**src/rtl/axis_div_iter.sv**
```systemverilog
// Iterative radix-2 restoring divider with AXI4-Stream divisor/dividend/result channels.
// Optional result flags on m_axis_dout_tuser are enabled by defining AXIS_DIV_FLAGS_EN.
module axis_div_iter #(
    parameter int WIDTH = 32
) (
    input  logic               aclk,
    input  logic               areset,
    input  logic               s_axis_divisor_tvalid,
    output logic               s_axis_divisor_tready,
    input  logic [WIDTH-1:0]   s_axis_divisor_tdata,
    input  logic               s_axis_dividend_tvalid,
    output logic               s_axis_dividend_tready,
    input  logic [WIDTH-1:0]   s_axis_dividend_tdata,
    input  logic               s_axis_dividend_tuser,
    output logic               m_axis_dout_tvalid,
    input  logic               m_axis_dout_tready,
    output logic [2*WIDTH-1:0] m_axis_dout_tdata
`ifdef AXIS_DIV_FLAGS_EN
    ,
    output logic [1:0]         m_axis_dout_tuser
`endif
);

    localparam int CNT_W = $clog2(WIDTH + 1);
    localparam logic [WIDTH-1:0] MIN_VAL = {1'b1, {(WIDTH-1){1'b0}}};

    typedef enum logic [2:0] {
        S_COLLECT,
        S_PREP,
        S_ITER,
        S_FIX,
        S_OUT
    } state_t;

    state_t             state_q, state_d;
    logic [WIDTH-1:0]   dvs_q, dvs_d;
    logic [WIDTH-1:0]   dvd_q, dvd_d;
    logic               mode_q, mode_d;
    logic               dvs_full_q, dvs_full_d;
    logic               dvd_full_q, dvd_full_d;
    logic               dvs_rdy_q, dvs_rdy_d;
    logic               dvd_rdy_q, dvd_rdy_d;
    logic [WIDTH-1:0]   abs_dvs_q, abs_dvs_d;
    logic [WIDTH-1:0]   rem_q, rem_d;
    logic [WIDTH-1:0]   quo_q, quo_d;
    logic [CNT_W-1:0]   cnt_q, cnt_d;
    logic               q_neg_q, q_neg_d;
    logic               r_neg_q, r_neg_d;
    logic [2*WIDTH-1:0] dout_q, dout_d;
`ifdef AXIS_DIV_FLAGS_EN
    logic [1:0]         flags_q, flags_d;
`endif

    logic               hs_dvs, hs_dvd;
    logic [WIDTH:0]     rem_sh;
    logic [WIDTH:0]     trial;
    logic [WIDTH-1:0]   q_fix, r_fix;
    logic               div0, ovf;

    assign hs_dvs = s_axis_divisor_tvalid && dvs_rdy_q;
    assign hs_dvd = s_axis_dividend_tvalid && dvd_rdy_q;

    // Trial subtract in WIDTH+1 bits: the MSB is the sign of the difference.
    assign rem_sh = {rem_q, quo_q[WIDTH-1]};
    assign trial  = rem_sh - {1'b0, abs_dvs_q};

    assign q_fix = q_neg_q ? -quo_q : quo_q;
    assign r_fix = r_neg_q ? -rem_q : rem_q;
    assign div0  = (dvs_q == '0);
    assign ovf   = mode_q && (dvd_q == MIN_VAL) && (dvs_q == '1);

    always_comb begin
        // NOTE: every _d defaults to its _q first, so no path through this block can infer a latch.
        state_d    = state_q;
        dvs_d      = dvs_q;
        dvd_d      = dvd_q;
        mode_d     = mode_q;
        dvs_full_d = dvs_full_q;
        dvd_full_d = dvd_full_q;
        abs_dvs_d  = abs_dvs_q;
        rem_d      = rem_q;
        quo_d      = quo_q;
        cnt_d      = cnt_q;
        q_neg_d    = q_neg_q;
        r_neg_d    = r_neg_q;
        dout_d     = dout_q;
`ifdef AXIS_DIV_FLAGS_EN
        flags_d    = flags_q;
`endif

        case (state_q)
            S_COLLECT: begin
                if (hs_dvs) begin
                    dvs_d      = s_axis_divisor_tdata;
                    dvs_full_d = 1'b1;
                end
                if (hs_dvd) begin
                    dvd_d      = s_axis_dividend_tdata;
                    mode_d     = s_axis_dividend_tuser;
                    dvd_full_d = 1'b1;
                end
                if (dvs_full_d && dvd_full_d) state_d = S_PREP;
            end
            S_PREP: begin
                if (mode_q) begin
                    abs_dvs_d = dvs_q[WIDTH-1] ? -dvs_q : dvs_q;
                    quo_d     = dvd_q[WIDTH-1] ? -dvd_q : dvd_q;
                    q_neg_d   = dvd_q[WIDTH-1] ^ dvs_q[WIDTH-1];
                    r_neg_d   = dvd_q[WIDTH-1];
                end else begin
                    abs_dvs_d = dvs_q;
                    quo_d     = dvd_q;
                    q_neg_d   = 1'b0;
                    r_neg_d   = 1'b0;
                end
                rem_d   = '0;
                cnt_d   = CNT_W'(WIDTH);
                state_d = S_ITER;
            end
            S_ITER: begin
                if (!trial[WIDTH]) begin
                    rem_d = trial[WIDTH-1:0];
                    quo_d = {quo_q[WIDTH-2:0], 1'b1};
                end else begin
                    rem_d = rem_sh[WIDTH-1:0];
                    quo_d = {quo_q[WIDTH-2:0], 1'b0};
                end
                cnt_d = cnt_q - CNT_W'(1);
                if (cnt_q == CNT_W'(1)) state_d = S_FIX;
            end
            S_FIX: begin
                if (div0)     dout_d = {{WIDTH{1'b1}}, dvd_q};
                else if (ovf) dout_d = {MIN_VAL, {WIDTH{1'b0}}};
                else          dout_d = {q_fix, r_fix};
`ifdef AXIS_DIV_FLAGS_EN
                flags_d = {div0, ovf};
`endif
                state_d = S_OUT;
            end
            S_OUT: begin
                if (m_axis_dout_tready) begin
                    dvs_full_d = 1'b0;
                    dvd_full_d = 1'b0;
                    state_d    = S_COLLECT;
                end
            end
            default: state_d = S_COLLECT;
        endcase

        // Readies are registered so they stay low through reset and rise one edge later.
        dvs_rdy_d = (state_d == S_COLLECT) && !dvs_full_d;
        dvd_rdy_d = (state_d == S_COLLECT) && !dvd_full_d;
    end

    always_ff @(posedge aclk) begin
        // NOTE: sequential state uses non-blocking assignments; reset is synchronous and active-high.
        if (areset) begin
            state_q    <= S_COLLECT;
            dvs_q      <= '0;
            dvd_q      <= '0;
            mode_q     <= 1'b0;
            dvs_full_q <= 1'b0;
            dvd_full_q <= 1'b0;
            dvs_rdy_q  <= 1'b0;
            dvd_rdy_q  <= 1'b0;
            abs_dvs_q  <= '0;
            rem_q      <= '0;
            quo_q      <= '0;
            cnt_q      <= '0;
            q_neg_q    <= 1'b0;
            r_neg_q    <= 1'b0;
            dout_q     <= '0;
`ifdef AXIS_DIV_FLAGS_EN
            flags_q    <= '0;
`endif
        end else begin
            state_q    <= state_d;
            dvs_q      <= dvs_d;
            dvd_q      <= dvd_d;
            mode_q     <= mode_d;
            dvs_full_q <= dvs_full_d;
            dvd_full_q <= dvd_full_d;
            dvs_rdy_q  <= dvs_rdy_d;
            dvd_rdy_q  <= dvd_rdy_d;
            abs_dvs_q  <= abs_dvs_d;
            rem_q      <= rem_d;
            quo_q      <= quo_d;
            cnt_q      <= cnt_d;
            q_neg_q    <= q_neg_d;
            r_neg_q    <= r_neg_d;
            dout_q     <= dout_d;
`ifdef AXIS_DIV_FLAGS_EN
            flags_q    <= flags_d;
`endif
        end
    end

    assign s_axis_divisor_tready  = dvs_rdy_q;
    assign s_axis_dividend_tready = dvd_rdy_q;
    assign m_axis_dout_tvalid     = (state_q == S_OUT);
    assign m_axis_dout_tdata      = dout_q;
`ifdef AXIS_DIV_FLAGS_EN
    assign m_axis_dout_tuser      = flags_q;
`endif

endmodule

```
**config.mk**
```make
export PLATFORM = sky130hd
export DESIGN_NAME = axis_div_iter
export DESIGN_NICKNAME = d
export VERILOG_FILES = /design/src/rtl/axis_div_iter.sv
export SDC_FILE = /design/constraint.sdc
export NUM_CORES = 1
export LEC_CHECK = 0
export BUFFER_PORTS_ARGS = -buffer_cell sky130_fd_sc_hd__buf_2
export CORE_ASPECT_RATIO = 1.2
export CORE_MARGIN = 10
export CORE_UTILIZATION = 35
export CTS_BUF_LIST = sky130_fd_sc_hd__clkbuf_4 sky130_fd_sc_hd__clkbuf_8
export CTS_CLUSTER_DIAMETER = 100
export DETAILED_ROUTE_END_ITERATION = 6
export SLEW_MARGIN = 20
export SYNTH_ARGS = -nofsm -noshare
export SYNTH_HDL_FRONTEND = slang
export SYNTH_SLANG_ARGS = --single-unit
export TNS_END_PERCENT = 5
```
**constraint.sdc**
```tcl
create_clock -name aclk -period 4.59 [get_ports aclk]
set_clock_uncertainty 0.1 [all_clocks]
set_input_delay 0.459 -clock aclk [delete_from_list [all_inputs] [get_ports aclk]]
set_output_delay 0.459 -clock aclk [all_outputs]
set_load 0.02 [all_outputs]
```
# Yosys cells after proc, flatten, opt, wreduce, memory -nomap -nowiden
# Cells that the tools add are included.
totals:
  regBits: 240
  in_bits: 70
  out_inout_bits: 67
  elab_cells: 71
classes:
  add_sub_neg: 6
  eq_ne: 7
  n_mux: 27
  bitwise_logic: 1
  reduce_logical: 15
op_table:
  columns: ["op", "count"]
  rows:
  - ["2-to-1 mux 32 bit", 7]
  - ["2-to-1 mux 64 bit", 2]
  - ["negation 32 bit", 4]
  - ["one-hot mux 32 bit (2 select lines)", 2]
  - ["equality test 32 bit, second input constant", 2]
  - ["subtractor 33 x 32 -> 33 bit", 1]
  - ["logical NOT 32 bit", 1]
  - ["one-hot mux 3 bit (5 select lines)", 1]
  - ["one-hot mux 6 bit (2 select lines)", 1]
  - ["2-to-1 mux 1 bit", 9]
  - ["2-to-1 mux 3 bit", 3]
  - ["logical AND 1 bit", 7]
  - ["equality test 3 x 2 -> 1 bit, second input constant", 2]
  - ["equality test 6 x 1 -> 1 bit, second input constant", 1]
  - ["logical NOT 3 bit", 2]
  - ["subtractor 6 x 1 -> 6 bit, second input constant", 1]
  - ["one-hot mux 1 bit (2 select lines)", 2]
  - ["AND reduction 2 bit", 2]
  - ["equality test 3 x 1 -> 1 bit, second input constant", 1]
  - ["equality test 3 bit, second input constant", 1]
  - ["logical NOT 1 bit", 2]
  - ["nonzero test 2 bit", 1]
  - ["XOR 1 bit", 1]

# Longest topological paths before layout
logic_depth:
  word_depth: 8
  depth_mapped: 13
  depth_no_buf: 12

# Worst setup path after synthesis
# Ideal clock, no wire load.
synth_timing:
  kind: "flip-flop to flip-flop"
  from: "register quo_q[31]"
  to: "register rem_q[18]"
  setup_time_ps: 117
  arrival_ps: 3047
  t_required_ps: 4373
  slack_ps: 1327
  path_stages_with_launch: 13
  path_buffers: 1
  period_less_slack_ps: 3263
  path_cell_list: "dfxtp_1 > inv_1 > ha_1 > fa_1 > nand2b_1 > a21oi_1 > nor3_1 > o311a_1 > o311a_1 > xor2_1 > clkbuf_1 > o21ai_0 > a22o_1"
synth_via:
  elab_chain_len: 3
synth_rtl:
  columns: ["element", "line", "source"]
  rows:
  - ["start: declaration", "45", "logic [WIDTH-1:0] quo_q, quo_d;"]
  - ["start signal: assignment", "187", "quo_q <= quo_d;"]
  - ["subtractor 33 x 32 -> 33 bit", "65", "assign trial = rem_sh - {1'b0, abs_dvs_q};"]
  - ["2-to-1 mux 32 bit", "121", "if (!trial[WIDTH]) begin"]
  - ["one-hot mux 32 bit (2 select lines)", "91", "case (state_q)"]
  - ["end signal: assignment", "186", "rem_q <= rem_d;"]
  - ["end: declaration", "44", "logic [WIDTH-1:0] rem_q, rem_d;"]
# No other way between the ends.
# A chain may end at the register's enable or synchronous reset.

# Final worst setup path
layout_timing:
  from: "register dvd_q[6]"
  to: "register dout_q[3], in the netlist m_axis_dout_tdata[3]"
layout_via:
  elab_chain_len: 5
layout_rtl:
  columns: ["element", "line", "source"]
  rows:
  - ["start: declaration", "37", "logic [WIDTH-1:0] dvd_q, dvd_d;"]
  - ["start signal: assignment", "179", "dvd_q <= dvd_d;"]
  - ["equality test 32 bit", "70", "assign ovf = mode_q && (dvd_q == MIN_VAL) && (dvs_q == '1);"]
  - ["logical AND 1 bit (2 in series)", "70", null]
  - ["2-to-1 mux 64 bit", "133", "else if (ovf) dout_d = {MIN_VAL, {WIDTH{1'b0}}};"]
  - ["2-to-1 mux 64 bit", "132", "if (div0) dout_d = {{WIDTH{1'b1}}, dvd_q};"]
  - ["end signal: assignment", "191", "dout_q <= dout_d;"]
  - ["end: declaration", "49", "logic [2*WIDTH-1:0] dout_q, dout_d;"]
# No other way between the ends.

==> out/qor.csv <==
metric;value;unit
Die Span X;199;um
number of flops mapped to enable cells by yosys;0;
Final Wtd Congestion;0.964;
grt ovf;0;
drt first-iter violations;699;
P&R area growth vs syn;17.1;%
Slowest cell on crit path;or4_1;
post-CTS setup buffers;0;
wirelength, routed;40700;um
cts repair resizes;0;
Initial Utilization;35.4;%
CP Capture Type;flop;
share of the synthesized area in the top cell type;35.8;%
Hold Crit Class;in2reg;
Antenna Nets Post-Route;0;
number of port buffers;136;
Setup Crit Path Kind;reg2reg;
num rows;78;
placed cells;2272;
pin count of the biggest net entering global routing;92;
ant diodes;0;
top_reg_cell synth;dfxtp_1;
critical path cell sequence;or4_4 > nor3_2 > nor4b_2 > nand2b_1 > or4_1 > and2_1 > a221oi_1 > nor3_1;
Yosys reg bits;240;
Switching Share;34.7;%
antenna violations before repair;0;
post-synth net total;1859;
fin crit share;77.4;%
multi-input logic area;7970;um2
Sink Count;240;
Largest stage delay, worst path;0.61;ns
Final Hold Vio Count;0;
synthesized area;13400;um2
post-synth cell types;61;
Worst VDD drop;0.000334;V
placed wire-length estimate;30300;um
Ys Warns;0;
Final setup viols;0;
global-route usage over all layers;17.1;%
Max-Cap Viols;0;
cell area after layout;15700;um2
Mapped Cells;1749;
Final #Nets;1965;
Final Util;41.5;%
TritonCTS clock tree;yes;
sequential share of power;34.0;%
Die Footprint;46600;um2
vias per std cell;5.38;
Max-Slew Margin vs Limit;32.4;%
First-pass DRT Iterations;7;
Worst Tran Pin Value;1.01;ns
Max clock buf depth;3;
worst-path fanout max;18;
Post-DP Area;14500;um2
CTS root buffer;clkbuf_8;
CORE AREA;37900;um2
status;completed;
layout cell share with drive strength beyond 1;14.2;%
Die H;234;um
FF/Latch Area;4800;um2
ranking of synthesized cells by area;dfxtp_1 36%, a21oi_1 7.4%, nand2_1 6.8%, xnor2_1 5.8%, nor2_1 4.3%;
Tmin final;3.55;ns
Synth area leader;dfxtp_1;
Required @ worst endpoint;4.92;ns
internal power;0.00443;W
RSZ-0062 raised after global routing;no;
worst skew pair latency;0.58;ns
DRC;0;
post-synthesis sequential area ratio;35.8;%
Reg clk slew, reported paths;0.07;ns
first-pass GRT wire length;65600;um
Highest Clock Rate;282;MHz
CP startpoint kind;flop;
number of global-route vias before repair;12200;
Lkg Pwr;6.27;nW
filler cell count;3952;
logic gate share of total power;30.1;%
final cell count without fillers;2368;
Num CTS Buffers;42;
via count;12700;
Top Ports;137;
asr flop ratio synth;0;%
routed len/inst;17.2;um
htree depth;2;
Slew Limit Fails;0;
# hold bufs at CTS;19;
Setup TNS Final;0;ns
clock share of power;35.9;%
WHS;0.0361;ns
arrival time worst endpoint;3.88;ns
Avg Cell Area, Syn;7.67;um2
switching power;0.00236;W
power density over cell area;432;nW/um2
## layer usage
layer | wire [um] | track usage (%)
met1 | 18300 | 21.7
met4 | 895 | 4.80
met5 | 0 | 0
met3 | 2060 | 2.79
met2 | 19400 | 29.2
## Yosys cell counts (all sizes together), types with 15 or more instances
master,number
o31ai,25
nand4,16
ha,39
a221oi,20
nor2,154
or4,20
xor2,51
clkbuf,105
dfxtp,240
nor4,15
o41ai,19
or3,17
a21oi,197
a211oi,32
a22oi,34
inv,53
nand2,244
xnor2,90
o21ai,101
nand3,56
nor3,71
## worst paths after layout
| kind | from | to | slack (ns) | cells after the start |
|---|---|---|---|---|
| worst max-delay path | dvd_q[6]$_SDFFE_PP0P_ | m_axis_dout_tdata[3]$_SDFFE_PP0N_ | 1.04 | 8 |
| worst min-delay path | s_axis_dividend_tdata[4] | dvd_q[4]$_SDFFE_PP0P_ | 0.04 | 3 |
| worst max register to register | dvd_q[6]$_SDFFE_PP0P_ | m_axis_dout_tdata[3]$_SDFFE_PP0N_ | 1.04 | 8 |
| worst min register to register | abs_dvs_q[31]$_SDFFE_PP0P_ | abs_dvs_q[31]$_SDFFE_PP0P_ | 0.36 | 2 |
## metrics by stage
| step | total power, W | setup slack [ns] |
|---|---|---|
| global placement | 0.00435 | 0.993 |
| detailed placement | 0.00437 | 1.06 |
| CTS | 0.00684 | 1.05 |
| finish | 0.00678 | 1.04 |
| global route | 0.00718 | 0.636 |
| floorplan | 0.00381 | 1.33 |
## state kept, by name (all words and copies together), names as in the netlist, 3 cells and up
register / cells
dvs_q: 32
state_q: 3
rem_q: 32
abs_dvs_q: 32
cnt_q: 6
dvd_q: 32
m_axis_dout_tdata: 64
quo_q: 32
## logic make-up (layout without fill, tap and decap cells)
logic type / count (synthesis) / after routing / share of synthesized area, %
fa+ha+maj: 40 / 40 / 3.79
simple gates: 649 / 649 / 22.2
flops: 240 / 240 / 35.8
buf+inv: 171 / 310 / 4.93
mux: 3 / 3 / 0.224
compound gates: 505 / 505 / 23.7
xor+xnor: 141 / 141 / 9.27
## worst max-delay path, delay by kind of cell (launching register included)
family          cells  cell delay, ns
simple gates        7            2.53
compound gates      1            0.39
flops               1            0.37
## cell usage in the layout (no fill, tap or decap), types with 39 or more instances in the layout
cell / instances
xor2_1: 50
ha_1: 39
buf_2: 135
nor3_1: 68
nand2_1: 244
a21oi_1: 197
nand3_1: 56
clkbuf_8: 56
xnor2_1: 89
dfxtp_1: 240
nor2_1: 152
o21ai_0: 100
inv_1: 53
## power groups by stage
stage                     logic (W)  registers [W]  clock network (W)
after floorplan             0.00150        0.00231                  0
final                       0.00204        0.00230            0.00244
after global placement      0.00201        0.00234                  0
after detailed placement    0.00202        0.00235                  0
after CTS                   0.00204        0.00230            0.00250
after global routing        0.00226        0.00232            0.00259
## final cells by class
class	instances	area share, %
multi-input cells	1338	50.8
clock inverters	11	1.36
clock buffers	66	5.39
well taps	480	3.82
flip-flops and latches	240	30.6
inverters	53	1.27
repair buffers	180	6.78
(Power assumes the default switching activity.)
